--- config.mk ---
export PLATFORM = sky130hd
export DESIGN_NAME = decode_queue
export DESIGN_NICKNAME = d
export VERILOG_FILES = /design/src/rtl/decode_queue_pkg.sv /design/src/rtl/decode_queue_decode.sv /design/src/rtl/decode_queue.sv
export SDC_FILE = /design/constraint.sdc
export NUM_CORES = 1
export LEC_CHECK = 0
export CAP_MARGIN = 40
export CORE_UTILIZATION = 50
export CTS_BUF_LIST = sky130_fd_sc_hd__clkbuf_8 sky130_fd_sc_hd__clkbuf_16
export DETAILED_ROUTE_END_ITERATION = 10
export GPL_TIMING_DRIVEN = 0
export PLACE_DENSITY = 0.79
export SKIP_LAST_GASP = 1
export SYNTH_ARGS = -nofsm -noshare
export SYNTH_HDL_FRONTEND = slang
export SYNTH_SLANG_ARGS = --single-unit
--- constraint.sdc ---
create_clock -name clk -period 9.31 [get_ports clk]
set_input_delay 1.3965 -clock clk [delete_from_list [all_inputs] [get_ports clk]]
set_output_delay 1.3965 -clock clk [all_outputs]
set_load 0.005 [all_outputs]
--- src/rtl/decode_queue_pkg.sv ---
// ============================================================================
// Module : decode_pkg
// Brief  : Shared types and constants for the RV32I decode queue.
// Rev    : 1.0  initial release
// ============================================================================
`default_nettype none

package decode_pkg;

    localparam logic [6:0] OPC_LOAD   = 7'b0000011;
    localparam logic [6:0] OPC_OP_IMM = 7'b0010011;
    localparam logic [6:0] OPC_AUIPC  = 7'b0010111;
    localparam logic [6:0] OPC_STORE  = 7'b0100011;
    localparam logic [6:0] OPC_OP     = 7'b0110011;
    localparam logic [6:0] OPC_LUI    = 7'b0110111;
    localparam logic [6:0] OPC_BRANCH = 7'b1100011;
    localparam logic [6:0] OPC_JALR   = 7'b1100111;
    localparam logic [6:0] OPC_JAL    = 7'b1101111;

    localparam logic [2:0] IMM_I     = 3'b000;
    localparam logic [2:0] IMM_S     = 3'b001;
    localparam logic [2:0] IMM_B     = 3'b010;
    localparam logic [2:0] IMM_U     = 3'b011;
    localparam logic [2:0] IMM_J     = 3'b100;
    localparam logic [2:0] IMM_SHAMT = 3'b101;

    localparam logic [1:0] ALUOP_ADD = 2'b00;
    localparam logic [1:0] ALUOP_BR  = 2'b01;
    localparam logic [1:0] ALUOP_R   = 2'b10;

    typedef enum logic [1:0] {
        A_RS1  = 2'd0,
        A_ZERO = 2'd1,
        A_PC   = 2'd2
    } a_sel_e;

    typedef enum logic [1:0] {
        RES_ALU = 2'd0,
        RES_MEM = 2'd1,
        RES_PC4 = 2'd2
    } result_src_e;

    typedef struct packed {
        logic       reg_wr_en;
        logic       mem_wr_en;
        logic [2:0] imm_src;
        logic       alu_src;
        logic       branch;
        logic       jump;
        logic [1:0] result_src;
        logic [1:0] alu_op;
        logic [3:0] byte_en;
        logic [1:0] a_sel;
        logic       signed_;
        logic       muldiv;
        logic       illegal;
    } ctrl_t;

    // Access size (funct3[1:0]) to byte-lane enables; size 3 has no lanes.
    function automatic logic [3:0] mem_byte_en(input logic [1:0] size);
        case (size)
            2'd0:    mem_byte_en = 4'b0001;
            2'd1:    mem_byte_en = 4'b0011;
            2'd2:    mem_byte_en = 4'b1111;
            default: mem_byte_en = 4'b0000;
        endcase
    endfunction

endpackage

`default_nettype wire

--- src/rtl/decode_queue_decode.sv ---
// ============================================================================
// Module : rv32_decode_comb
// Brief  : Pure combinational RV32I instruction -> ctrl_t decoder.
//          Macro RV32M_EN enables decoding of the M extension (funct7=0x01).
// Rev    : 1.0  initial release
// ============================================================================
`default_nettype none

module rv32_decode_comb
    import decode_pkg::*;
(
    input  logic [31:0] instr,
    output ctrl_t       ctrl
);

    logic [6:0] opcode;
    logic [2:0] funct3;
    logic [6:0] funct7;
    logic       legal;
    logic       unused_fields;

    assign opcode        = instr[6:0];
    assign funct3        = instr[14:12];
    assign funct7        = instr[31:25];
    assign unused_fields = ^{instr[24:15], instr[11:7]};

    always_comb begin
        ctrl  = '0;
        legal = 1'b1;
        case (opcode)
            OPC_LOAD: begin
                ctrl.reg_wr_en  = 1'b1;
                ctrl.alu_src    = 1'b1;
                ctrl.result_src = RES_MEM;
                ctrl.byte_en    = mem_byte_en(funct3[1:0]);
                ctrl.signed_    = ~funct3[2];
                if (funct3 == 3'd3 || funct3 == 3'd6 || funct3 == 3'd7)
                    legal = 1'b0;
            end
            OPC_OP_IMM: begin
                ctrl.reg_wr_en = 1'b1;
                ctrl.alu_src   = 1'b1;
                ctrl.signed_   = (funct3 != 3'd3);
                if (funct3 == 3'd1) begin
                    ctrl.imm_src = IMM_SHAMT;
                    if (funct7 != 7'h00)
                        legal = 1'b0;
                end else if (funct3 == 3'd5) begin
                    ctrl.imm_src = IMM_SHAMT;
                    if (funct7 != 7'h00 && funct7 != 7'h20)
                        legal = 1'b0;
                end else begin
                    ctrl.imm_src = IMM_I;
                end
            end
            OPC_STORE: begin
                ctrl.mem_wr_en = 1'b1;
                ctrl.imm_src   = IMM_S;
                ctrl.byte_en   = mem_byte_en(funct3[1:0]);
                if (funct3 > 3'd2)
                    legal = 1'b0;
            end
            OPC_OP: begin
                ctrl.reg_wr_en = 1'b1;
                ctrl.alu_op    = ALUOP_R;
                case (funct7)
                    7'h00: legal = 1'b1;
                    7'h20: legal = (funct3 == 3'd0 || funct3 == 3'd5);
`ifdef RV32M_EN
                    7'h01: ctrl.muldiv = 1'b1;
`else
                    7'h01: legal = 1'b0;
`endif
                    default: legal = 1'b0;
                endcase
            end
            OPC_BRANCH: begin
                ctrl.branch  = 1'b1;
                ctrl.imm_src = IMM_B;
                ctrl.alu_op  = ALUOP_BR;
                ctrl.signed_ = (funct3 != 3'd6 && funct3 != 3'd7);
                if (funct3 == 3'd2 || funct3 == 3'd3)
                    legal = 1'b0;
            end
            OPC_JAL: begin
                ctrl.jump       = 1'b1;
                ctrl.reg_wr_en  = 1'b1;
                ctrl.imm_src    = IMM_J;
                ctrl.result_src = RES_PC4;
            end
            OPC_JALR: begin
                ctrl.jump       = 1'b1;
                ctrl.reg_wr_en  = 1'b1;
                ctrl.alu_src    = 1'b1;
                ctrl.result_src = RES_PC4;
                if (funct3 != 3'd0)
                    legal = 1'b0;
            end
            OPC_LUI: begin
                ctrl.reg_wr_en = 1'b1;
                ctrl.imm_src   = IMM_U;
                ctrl.a_sel     = A_ZERO;
            end
            OPC_AUIPC: begin
                ctrl.reg_wr_en = 1'b1;
                ctrl.imm_src   = IMM_U;
                ctrl.a_sel     = A_PC;
            end
            default: legal = 1'b0;
        endcase

        if (instr[1:0] != 2'b11)
            legal = 1'b0;

        // Illegal bundles carry only the illegal flag so execute never acts on them.
        if (!legal) begin
            ctrl         = '0;
            ctrl.illegal = 1'b1;
        end
    end

endmodule

`default_nettype wire

--- src/rtl/decode_queue.sv ---
// ============================================================================
// Module : decode_queue
// Brief  : RV32I decoder followed by a DEPTH-entry valid/ready queue with
//          flush and a saturating illegal-instruction counter.
//          Macro RV32M_EN (in rv32_decode_comb) enables M-extension decode.
// Rev    : 1.0  initial release
// ============================================================================
`default_nettype none

module decode_queue
    import decode_pkg::*;
#(
    parameter int XLEN  = 32,
    parameter int DEPTH = 2,
    parameter int CNT_W = 8
) (
    input  logic             clk,
    input  logic             rst_n,
    input  logic             flush_i,
    input  logic             in_valid_i,
    output logic             in_ready_o,
    input  logic [31:0]      instr_i,
    input  logic [XLEN-1:0]  pc_i,
    output logic             out_valid_o,
    input  logic             out_ready_i,
    output ctrl_t            out_ctrl_o,
    output logic [31:0]      out_instr_o,
    output logic [XLEN-1:0]  out_pc_o,
    output logic [CNT_W-1:0] illegal_cnt_o
);

    localparam int AW    = $clog2(DEPTH);
    localparam int PTR_W = AW + 1;

    ctrl_t            dec_ctrl;
    ctrl_t            ctrl_mem  [DEPTH];
    logic [31:0]      instr_mem [DEPTH];
    logic [XLEN-1:0]  pc_mem    [DEPTH];

    logic [PTR_W-1:0] wr_ptr;
    logic [PTR_W-1:0] rd_ptr;
    logic [CNT_W-1:0] illegal_cnt;
    logic             empty;
    logic             full;
    logic             push;
    logic             pop;
    logic [AW-1:0]    wr_idx;
    logic [AW-1:0]    rd_idx;

    rv32_decode_comb u_decode (
        .instr (instr_i),
        .ctrl  (dec_ctrl)
    );

    assign wr_idx = wr_ptr[AW-1:0];
    assign rd_idx = rd_ptr[AW-1:0];
    assign empty  = (wr_ptr == rd_ptr);
    // Same slot, opposite lap: the writer is a full lap ahead of the reader.
    assign full   = (wr_ptr[AW] != rd_ptr[AW]) && (wr_idx == rd_idx);

    // in_ready depends only on state, so a same-cycle pop cannot open a full queue.
    assign push = in_valid_i & ~full & ~flush_i;
    assign pop  = ~empty & out_ready_i & ~flush_i;

    always_ff @(posedge clk or negedge rst_n) begin
        if (!rst_n) begin
            wr_ptr <= '0;
            rd_ptr <= '0;
        end else if (flush_i) begin
            wr_ptr <= '0;
            rd_ptr <= '0;
        end else begin
            if (push)
                wr_ptr <= wr_ptr + PTR_W'(1);
            if (pop)
                rd_ptr <= rd_ptr + PTR_W'(1);
        end
    end

    always_ff @(posedge clk) begin
        if (push) begin
            ctrl_mem[wr_idx]  <= dec_ctrl;
            instr_mem[wr_idx] <= instr_i;
            pc_mem[wr_idx]    <= pc_i;
        end
    end

    always_ff @(posedge clk or negedge rst_n) begin
        if (!rst_n)
            illegal_cnt <= '0;
        else if (push && dec_ctrl.illegal && (illegal_cnt != {CNT_W{1'b1}}))
            illegal_cnt <= illegal_cnt + CNT_W'(1);
    end

    assign in_ready_o    = ~full;
    assign out_valid_o   = ~empty;
    assign out_ctrl_o    = empty ? '0 : ctrl_mem[rd_idx];
    assign out_instr_o   = empty ? '0 : instr_mem[rd_idx];
    assign out_pc_o      = empty ? '0 : pc_mem[rd_idx];
    assign illegal_cnt_o = illegal_cnt;

endmodule

`default_nettype wire
==> results of run 1 <==
==> metal layers <==
| metal | GRT usage (%) | wire length, um | vias to the layer above |
|---|---|---|---|
| met4 | 8.36 | 265 | 0 |
| li1 | - | - | 2163 |
| met2 | 36.3 | 7720 | 151 |
| met1 | 23.9 | 6140 | 2186 |
| met3 | 4.61 | 847 | 22 |
| met5 | 0 | 0 | - |
==> Yosys cell counts (all sizes together), types with 2 or more instances <==
cell type / n
edfxtp: 166
nor2: 92
mux2i: 84
buf: 14
dfrtp: 12
and3: 10
clkbuf: 10
nand2: 10
nand3: 10
xnor2: 8
ha: 7
nor4: 6
and2: 5
inv: 5
nor2b: 5
xor2: 5
a21oi: 4
nor3: 4
o21ai: 3
or3: 3
a211oi: 2
or2: 2
or4: 2
==> worst reg2reg max path, cell delays in order, from the launching register on <==
cell	delay (ns)
dfrtp_1	0.37
clkbuf_1	0.18
xnor2_1	0.18
nand2_1	0.14
nand2_1	0.17
nor3b_2	0.59
buf_4	0.33
buf_4	0.24
buf_6	0.19
==> per-stage QoR <==
stage	utilization (%)	TNS, ns	worst slack (ns)	power [uW]
2_1_floorplan	-	0	1.05	1490
3_3_place_gp	65.2	-368.70	-2.56	2060
3_5_place_dp	66.3	0	5.24	2070
4_1_cts	70.4	0	4.75	2770
5_1_grt	70.4	0	4.56	2880
6_report	70.4	0	4.83	2740
==> worst paths after layout <==
| path | end | slack [ns] | depth (start not counted) | start |
|---|---|---|---|---|
| min in group asynchronous | wr_ptr[0] | 1.34 | 1 | rst_n |
| max in group asynchronous | wr_ptr[1] | 7.59 | 1 | rst_n |
| worst min register to register | illegal_cnt_o[2] | 0.51 | 1 | illegal_cnt_o[2] |
| worst max-delay path | out_instr_o[26] | 4.83 | 7 | rd_ptr[0] |
| worst max register to register | pc_mem[1][1] | 6.64 | 8 | rd_ptr[0] |
| worst min-delay path | illegal_cnt_o[2] | 0.51 | 1 | illegal_cnt_o[2] |
==> area by class of cell <==
cell class	count	area share, %
buffer	24	1.10
clock buffer	17	4.29
clock inverter	15	1.53
sequential	178	53.2
multi-input combinational	274	19.6
inverter	5	0.189
timing repair buffer	178	17.8
tap	180	2.27
==> flip-flops by register name, indices dropped and copies added (netlist names) <==
register	cells
instr_mem	64
illegal_cnt_o	8
pc_mem	64
wr_ptr	2
rd_ptr	2
ctrl_mem	38
==> power by group through the flow <==
stage	combinational, uW	clock (uW)	sequential (uW)
global placement	1040	0	1020
detailed placement	1070	0	1000
global route	1160	732	991
CTS	1080	703	985
floorplan	478	0	1010
finish	1060	692	985
==> cells by family (layout without fill, tap and decap cells) <==
logic type | after synthesis | in the layout | synth area share (%)
other | 1 | 1 | 0.0510
buffers and inverters | 29 | 239 | 1.74
AND/OR/NAND/NOR | 153 | 153 | 10.2
flip-flops | 178 | 178 | 71.9
multiplexers | 85 | 85 | 11.6
adder cells (fa/ha/maj) | 7 | 7 | 1.19
XOR/XNOR | 13 | 13 | 1.55
AO/OA/AOI/OAI | 15 | 15 | 1.69
==> results.ini, run 1 <==
[placement]
dpl.hpwl_um=10800
placed_cells=839
io_buffer_count=162
dpl-instance-area_um2=9350
gp_congestion=0.878

[final_layout]
seqCellArea_um2=5290
layout_common_cells=166 x edfxtp_1, 162 x clkdlybuf4s50_1, 92 x nor2_1
fillCellCount=972
final_area_um2=9930
syn2layout_area_growth_pct=35.0
multi_input_area_um2=1950
final_cells=871
layout_commonest_cell=edfxtp_1
num_antenna_cells=0
drive_gt1_share_pct=9.41
nets=754

[global_route]
grt_pass1_vias=4600
grt.total_usage_pct=20.5
grt_max_degree=17
grt_overflow_total=0
grt_pass1_wl_um=22800
antenna_found_initial=0

[sta]
rsz0062_at_grt=false
max_freq_mhz=223
slew_viol_final=0
finalCriticalPeriod_ns=4.48
fin_crit_sh_pct=48.2
maxSlewHeadroom_pct=48.4
worstMarginPinSlew_ns=0.774
skew_ns=0.00473
hold_ws_ns=0.510
finalSetupViolCount=0
finalHoldViolCount=0

[die]
pin_count=164
fp-row-count=43
die-width_um=123
fp.dieH_um=123
coreArea_um2=14100
fp.dieArea_um2=15200
start_util_pct=52.1

[clock_network]
clock_latency_ns=0.42
numCtsBuffers=17
cts_sinks=178
cts.clk_slew.worst_paths_ns=0.06
cts_root_buf=clkbuf_16
cts.htree.levels=4
ctsLongestPathBuffers=2
post-cts-setup-buffer-count=0
hold_buffers=0
cts_resized=0
cts_tree=yes

[power]
pwr-share-clk_pct=25.3
pwr-share-seq_pct=36.0
p_sw_share_pct=28.7
p_int_uw=1950
combPwrFrac_pct=38.8
p_per_area_nw_per_um2=276
irDropWorstVdd_v=0.000159
switchingPower_uw=787
power_leakage_uw=0.00344

[critical_path]
cp_num_buf_inv=4
crit_path_max_incr_delay_ns=0.57
crit_chain=clkbuf_1 -> xnor2_1 -> nor2b_1 -> clkbuf_1 -> clkbuf_1 -> nor2_1 -> clkdlybuf4s50_1
required_ns=7.91
critPathArrivalTime_ns=3.09
path_class=flip-flop to primary output
critical-path-top-delay-family=buffers and inverters
worstSetupStartpointType=flip-flop
critPathMaxFanout=10
critPathCaptureType=primary output
cp_common_cell=clkbuf_1
crit_slowest_cell=clkbuf_1

[logic_synthesis]
synth_edf_count=166
synth.avg_cell_area_um2=15.3
synth_fp_nets=557
ys_types=43
synth-seq-cells=178
yosys.area.top_type_share_pct=67.8
ys_seq_area_share_pct=71.9
ys_top_cells_by_area=edfxtp_1 68%, mux2i_1 11%, nor2_1 4.7%, dfrtp_1 4.1%, ha_1 1.2%
synth_cells=481
synth-main-ff-cell=edfxtp_1
syn_area_um2=7350
synthArstFlopShare_pct=6.74
yosys.area.top_type=edfxtp_1
ys_warn_count=0

[job]
max-cap-violations=0

[detailed_routing]
routed_via_density=5.19
via_count=4522
drcViolationCount=0
drt_pre_antenna_iters=4
antenna_left=0
wire_per_inst_um=17.2
wl_um=15000
drtIter0Drc=291

[outcome]
status=finished clean

[min_path]
hold_path.class=flip-flop to flip-flop

Note: power is estimated with default switching activity, not from simulation.
==> run 2: changes to the inputs <==
- clock period: 9.31 -> 4.5 ns (I/O delays scaled with it)
==> run 2 against run 1 <==
Global-route usage rose by 0.58 points; wire length rose by 0.31%; sequential power rose by 110%; non-clock buffer count fell by 6; sequential share of layout area fell by 0.57 points; highest routed layer unchanged; critical path type unchanged; largest cell class unchanged.
==> results.ini, run 2 (synthesized netlist as in run 1, its figures left out) <==
[critical_path]
critPathCaptureType=primary output
cp_num_buf_inv=4
cp_common_cell=clkbuf_1
rr_endpoint=ctrl_mem[1][12]
critPathMaxFanout=10
r2r-start=rd_ptr[0]
critPathArrivalTime_ns=3.12
crit_chain=clkbuf_1 -> xnor2_1 -> nor2b_1 -> clkbuf_1 -> clkbuf_1 -> nor2_1 -> clkdlybuf4s50_1
required_ns=3.83
worst-r2r-cell-count=8
crit_path_max_incr_delay_ns=0.63
crit_slowest_cell=clkbuf_1
path_class=flip-flop to primary output
critical-path-top-delay-family=buffers and inverters
worstSetupStartpointType=flip-flop
rrSetupSlack_ns=1.90

[die]
fp.dieArea_um2=15200
coreArea_um2=14100
pin_count=164
die-width_um=123
fp.dieH_um=123
start_util_pct=52.1
fp-row-count=43

[min_path]
hold_depth=1
holdPathEnd=illegal_cnt_o[6]
hold_path.class=flip-flop to flip-flop
min_from=illegal_cnt_o[6]

[power]
p_per_area_nw_per_um2=572
irDropWorstVdd_v=0.000271
power_leakage_uw=0.00346

[final_layout]
layout_common_cells=166 x edfxtp_1, 162 x clkdlybuf4s50_1, 92 x nor2_1
nets=748
drive_gt1_share_pct=9.34
num_antenna_cells=0
layout_commonest_cell=edfxtp_1
top_regs=instr_mem (64), pc_mem (64), ctrl_mem (38)
syn2layout_area_growth_pct=36.5

[sta]
slew_viol_final=0
fin_crit_sh_pct=84.3
fin_ws_ns=0.707
rsz0062_at_grt=false
finalSetupViolCount=0
max_freq_mhz=264
maxSlewHeadroom_pct=46.4
skew_ns=0.00814
hold_ws_ns=0.499
finalCriticalPeriod_ns=3.79
finalHoldViolCount=0
worstMarginPinSlew_ns=0.804
setup_tns_ns=0

[clock_network]
numCtsBuffers=17
cts.htree.levels=4
cts_tree=yes
cts_sinks=178
ctsLongestPathBuffers=2
cts_resized=0
clock_latency_ns=0.42
hold_buffers=0
cts.clk_slew.worst_paths_ns=0.06
cts_root_buf=clkbuf_16
post-cts-setup-buffer-count=0

[placement]
io_buffer_count=162
gp_congestion=0.858
pre_cts_ws_ns=1.17
dpl.hpwl_um=10600

[detailed_routing]
routed_via_density=5.30
via_count=4588
wire_per_inst_um=17.4
antenna_left=0
drcViolationCount=0
wl_um=15000
drtIter0Drc=249
drt_pre_antenna_iters=4

[global_route]
grt_pass1_vias=4799
grt_pass1_wl_um=23500
antenna_found_initial=0
grt.total_usage_pct=21.0
grt_overflow_total=0
grt_max_degree=17

[outcome]
status=finished clean

[job]
max-cap-violations=0

## run 2: cell types whose count changed in the layout (fill, tap and decap cells not counted), moves of 2 or more
cell and delta:
buf_8 +5, buf_16 +5, buf_6 -6, inv_1 -2
clkinv_1 -3, buf_4 -10
## run 2: metrics by stage
stage | cell area [um2] | utilization (%) | cells | total power (uW)
global route | 10000 | 71.2 | 865 | 6060
floorplan | 7370 | - | 481 | 3060
finish | 10000 | 71.2 | 865 | 5740
global placement | 9220 | 65.4 | 823 | 4240
CTS | 10000 | 71.2 | 865 | 5810
detailed placement | 9430 | 66.9 | 833 | 4310
## run 2: per-layer routing
metal | global-route usage, % | vias to the layer above | wire length (um)
met1 | 25.9 | 2231 | 6070
met2 | 34.8 | 178 | 7580
li1 | - | 2150 | -
met4 | 10.4 | 0 | 327
met3 | 5.17 | 29 | 1050
met5 | 0 | - | 0
## run 2: cell type report
class | instances | area, um2
plain buffers | 24 | 109
clock buffers | 18 | 439
clock inverters | 14 | 163
fillers | 938 | 4060
inverters | 5 | 18.8
multi-input cells | 274 | 1960
flip-flops and latches | 178 | 5290
well taps | 180 | 225
repair buffers | 172 | 1830
## run 2: worst max path at each step
stage | startpoint | to | slack [ns] | cells after the start
6_report | rd_ptr[0] | out_instr_o[26] | 0.71 | 7
5_1_grt | rd_ptr[0] | out_instr_o[26] | 0.45 | 7
4_1_cts | rd_ptr[0] | out_instr_o[26] | 0.64 | 7
3_5_place_dp | rd_ptr[0] | out_pc_o[14] | 1.17 | 7
3_3_place_gp | in_valid_i | pc_mem[1][1] | -0.50 | 3
2_1_floorplan | rd_ptr[0] | ctrl_mem[1][0] | 0.98 | 5
## run 2: where the power goes
part           switching, uW  internal, uW  leakage [uW]
combinational           1010          1220       0.00147
clock                    591           884      0.000293
sequential              61.4          1980       0.00170
total                   1660          4080       0.00346
==> run 3: changes to the inputs <==
- clock period: 4.5 -> 3.5 ns (I/O delays scaled with it)
==> run 3 against run 2 <==
Sequential power up 28%; design area up 0.12%; sequential share of layout area down 0.066 points; clock-buffer cell count unchanged; combinational power up 29%; global-route usage unchanged; sequential cell count unchanged.
==> results.ini, run 3 (synthesized netlist as in run 1, its figures left out) <==
[final_layout]
multi_input_area_um2=1960
nets=748
final_cells=865
seqCellArea_um2=5290
top_regs=instr_mem (64), pc_mem (64), ctrl_mem (38)
syn2layout_area_growth_pct=36.7
drive_gt1_share_pct=10.8
fillCellCount=943
num_antenna_cells=0
layout_common_cells=166 x edfxtp_1, 162 x clkdlybuf4s50_1, 92 x nor2_1
layout_commonest_cell=edfxtp_1
finalCoreUtilization_pct=71.3

[detailed_routing]
top_layer_used=met4
wl_um=15000
route.met2.wl_um=7650
wire_per_inst_um=17.3
drtIter0Drc=254
antenna_left=0
drcViolationCount=0
drt-met1-wl_um=6170
via_count=4560
routed_via_density=5.27
met3WireLength_um=892
drt_pre_antenna_iters=6

[placement]
io_buffer_count=162
dpl.hpwl_um=10600
placed_cells=833
gp_congestion=0.858

[power]
irDropWorstVdd_v=0.000367
p_per_area_nw_per_um2=736
power_leakage_uw=0.00349

[global_route]
grt.total_usage_pct=21.0
grt_pass1_vias=4799
grt_pass1_wl_um=23500
grt_max_degree=17
antenna_found_initial=0
grt_overflow_total=0

[sta]
rsz0062_at_grt=false
fin_crit_sh_pct=92.8
finalCriticalPeriod_ns=3.25
finalSetupViolCount=0
worstMarginPinSlew_ns=0.804
maxSlewHeadroom_pct=46.4
setup_tns_ns=0
finalHoldViolCount=0
skew_ns=0.00949
slew_viol_final=0
max_freq_mhz=308

[die]
fp.dieArea_um2=15200
coreArea_um2=14100
pin_count=164
fp-row-count=43
start_util_pct=52.1
die-width_um=123
fp.dieH_um=123

[clock_network]
cts_root_buf=clkbuf_16
post-cts-setup-buffer-count=0
numCtsBuffers=17
cts.htree.levels=4
cts.clk_slew.worst_paths_ns=0.06
cts_tree=yes
cts_sinks=178
clock_latency_ns=0.42
hold_buffers=0
ctsLongestPathBuffers=2

[critical_path]
crit_path_max_incr_delay_ns=0.56
crit_slowest_cell=buf_1
worstSetupStartpointType=flip-flop
critPathCaptureType=primary output
critical-path-top-delay-family=buffers and inverters
worst-r2r-cell-count=8
cp_num_buf_inv=4
crit_cells=6
critPathArrivalTime_ns=2.72
path_class=flip-flop to primary output
critPathMaxFanout=10
required_ns=2.97
crit_chain=clkbuf_1 -> buf_2 -> buf_1 -> mux2i_1 -> nor2_1 -> clkdlybuf4s50_1

[job]
max-cap-violations=0

[outcome]
status=finished clean

[min_path]
hold_path.class=primary input to asynchronous set/reset pin

## run 3: cell count changes in the layout (fill, tap and decap cells not counted)
cell	previous run	this run
clkbuf_1	10	6
clkbuf_2	0	10
buf_1	7	1
## run 3: power by group
part | internal, uW | switching, uW | total (uW)
clock network | 1140 | 758 | 1900
logic | 1590 | 1290 | 2880
registers | 2540 | 79.0 | 2620
total | 5260 | 2130 | 7390
## run 3: repair_timing
item	CTS	global route
setup endpoints to repair	60	60
cloned	0	0
pin swaps	0	0
gates resized for setup	1	12
## run 3: layout make-up
type / count / area share (%)
plain buffers: 24 / 1.21
clock inverters: 14 / 1.62
repair buffers: 172 / 18.3
clock buffers: 18 / 4.37
well taps: 180 / 2.24
flip-flops and latches: 178 / 52.6
multi-input cells: 274 / 19.5
inverters: 5 / 0.187
## run 3: worst reg2reg max path, cell delays in order, from the launching register on
cell and delay, ns:
dfrtp_1 0.36, clkbuf_1 0.17, xnor2_1 0.17, nand2_1 0.12, nand2_1 0.22, nor3b_4 0.62, buf_8 0.28, buf_16 0.18
buf_8 0.19
## run 3: metrics by stage
step	power [uW]	worst slack (ns)	instance area (um2)	hold WS, ns
finish	7390	0.252	10000	0.468
floorplan	3930	-0.0226	7370	0.229
CTS	7470	0.0612	10000	0.472
detailed placement	5540	0.317	9430	0.490
global placement	5450	-1.35	9220	0.480
global route	7810	0.0104	10000	0.483
## run 3: path summary, 6_finish.rpt
path,end,startpoint,slack (ns)
setup / recovery,out_instr_o[18],rd_ptr[0],0.25
hold / removal,illegal_cnt_o[5],rst_n,0.47
setup reg to reg,ctrl_mem[1][12],rd_ptr[0],0.90
hold reg to reg,illegal_cnt_o[6],illegal_cnt_o[6],0.50
max in group asynchronous,illegal_cnt_o[2],rst_n,2.66
min in group clk,illegal_cnt_o[6],illegal_cnt_o[6],0.50
## run 3: per-layer routing
metal / up-vias / GRT usage [%]
li1: 2152 / -
met1: 2221 / 25.9
met2: 165 / 34.8
met3: 22 / 5.17
met4: 0 / 10.4
met5: - / 0
==> variant, RTL diff (settings of run 3) <==
Change the parameter `XLEN` from 32 to 64.
--- a/src/rtl/decode_queue.sv
+++ b/src/rtl/decode_queue.sv
@@ -11,5 +11,5 @@
     import decode_pkg::*;
 #(
-    parameter int XLEN  = 32,
+    parameter int XLEN  = 64,
     parameter int DEPTH = 2,
     parameter int CNT_W = 8
Ports: changed (resized out_pc_o and pc_i); port bits go from 164 to 228. The function was not compared with the original's and may differ.
==> variant against run 3 <==
- routed wire length rose by 38%
- sequential share of layout area rose by 0.62 points
- core utilization rose by 0.16 points
- power rose by 37%
- synthesized area rose by 33%
- sequential cell count rose by 64
- sequential power rose by 36%
- highest routed layer unchanged
- count of clock-buffer cells in the layout rose by 14
- final area rose by 35%
- combinational power rose by 38%
- global-route usage fell by 0.73 points
- worst setup slack got worse by 0.069 ns
- register-to-register slack improved by 0.22 ns
- critical path type unchanged
==> variant: results (changes against run 3) <==
- Rel. slew slack: 0.517 (+0.0535)
- First-pass GRT wire length: 31.6 mm (+34%)
- RR Endpoint: instr_mem[0][8]$_DFFE_PP_
- Share of cells above drive strength 1: 0.0994 (-0.00858)
- Fin worst setup slack: 0.183 ns (-0.0689 ns)
- Seq/Total Area, Yosys: 0.737 (+0.0181)
- Flop-to-flop setup slack: 1.12 ns (+0.22 ns)
- Worst-Skew Late Latency: 0.51 ns (+0.09 ns)
- Commonest cells post-synth: edfxtp_1, nor2_1, mux2i_1
- Capture point of the critical path: out_pc_o[59]
- Post-placement cell count: 1,120 (+34%)
- Starting DRT DRC Count: 346 (+36%)
- Detailed Place HPWL: 14.9 mm (+41%)
- Initial antenna violation count: 1 (+1)
- Ys async rst share: 0.0496 (-0.0178)
- Biggest regs: pc_mem: 128 flops, instr_mem: 64 flops, ctrl_mem: 38 flops
- R2r startpoint: wr_ptr[1]$_DFFE_PN0P_
- Pre-antenna DRT Iters: 4 (-2)
- Worst stage delay on the critical path: 0.50 ns (-0.06 ns)
- Pin count of the biggest net entering global routing: 20 (+3)
- Total CTS buffers: 25 (+8)
- Post-DR wirelength/cell: 17.7 µm (+2.0%)
- Area after DPL: 12,700 µm² (+35%)
- Pre-CTS setup slack: 0.233 ns (-0.0841 ns)
- Status: finished clean
- Drt via density: 5.09 (-3.5%)
- Launch point of the worst path: wr_ptr[0]$_DFFE_PN0P_
- Number of flops mapped to enable cells by yosys: 230 (+39%)
- Synth Net Count: 726 (+30%)
- Worst Reg-to-Reg Cells: 6 (-2)
- Area contributors post-synth: edfxtp_1, mux2i_1, nor2_1
- Final wirelength: 20.6 mm (+38%)
- Vias in the first global route: 6,069 (+26%)
- Tot GR Track Use: 0.203 (-0.00733)
- Gate count of the mapped netlist: 618 (+28%)
- Fin Hold WS: 0.391 ns (-0.0775 ns)
- IO Port Bufs: 226 (+40%)
- Static leakage: 4.65 nW (+33%)
- Cell at the slowest stage of the critical path: clkdlybuf4s50_1
- Arr. time, crit path: 2.79 ns (+0.07 ns)
- H-tree depth: 1 (-3)
- Fin nets: 995 (+33%)
[variant: changes by cell type after synthesis, moves of 3 or more]
cell,run 3,this run
buf_1,7,11
or3_1,3,0
mux2i_1,84,116
edfxtp_1,166,230
and3_1,10,2
nor2_1,92,130
xnor2_1,8,11
nand3_2,5,2
[variant: metal layers]
| layer | up-vias | wire, µm | track usage |
|---|---|---|---|
| met2 | 215 | 10200 | 0.354 |
| li1 | 2822 | - | - |
| met4 | 0 | 461 | 0.0606 |
| met5 | - | 0 | 0 |
| met3 | 36 | 1590 | 0.0439 |
| met1 | 2860 | 8380 | 0.255 |
[variant: timing repair]
action,CTS,global route
setup buffers,0,0
resized for setup,2,6
endpoints found under the setup margin,110,11
[variant: power breakdown]
| part | switching [mW] | total, mW | internal, mW |
|---|---|---|---|
| sequential | 0.0977 | 3.56 | 3.46 |
| clock | 1.03 | 2.61 | 1.57 |
| combinational | 1.80 | 3.97 | 2.17 |
[variant: kinds of logic (layout without fill, tap and decap cells)]
| group | count (synthesis) | in the layout | share of synthesized area |
|---|---|---|---|
| flops | 242 | 242 | 0.737 |
| simple gates | 178 | 178 | 0.0833 |
| mux | 117 | 117 | 0.120 |
| buf+inv | 38 | 325 | 0.0187 |
| compound gates | 20 | 20 | 0.0183 |
| xor+xnor | 15 | 15 | 0.0134 |
| fa+ha+maj | 7 | 7 | 0.00896 |
| other cells | 1 | 2 | 0.000384 |
[variant: cell type report]
cell class	instances	area, µm²
flip-flops and latches	242	7210
clock inverters	13	93.8
inverters	6	22.5
repair buffers	242	2520
diodes	1	2.50
fillers	1210	5420
multi-input cells	338	2440
plain buffers	32	175
clock buffers	32	744
well taps	260	325
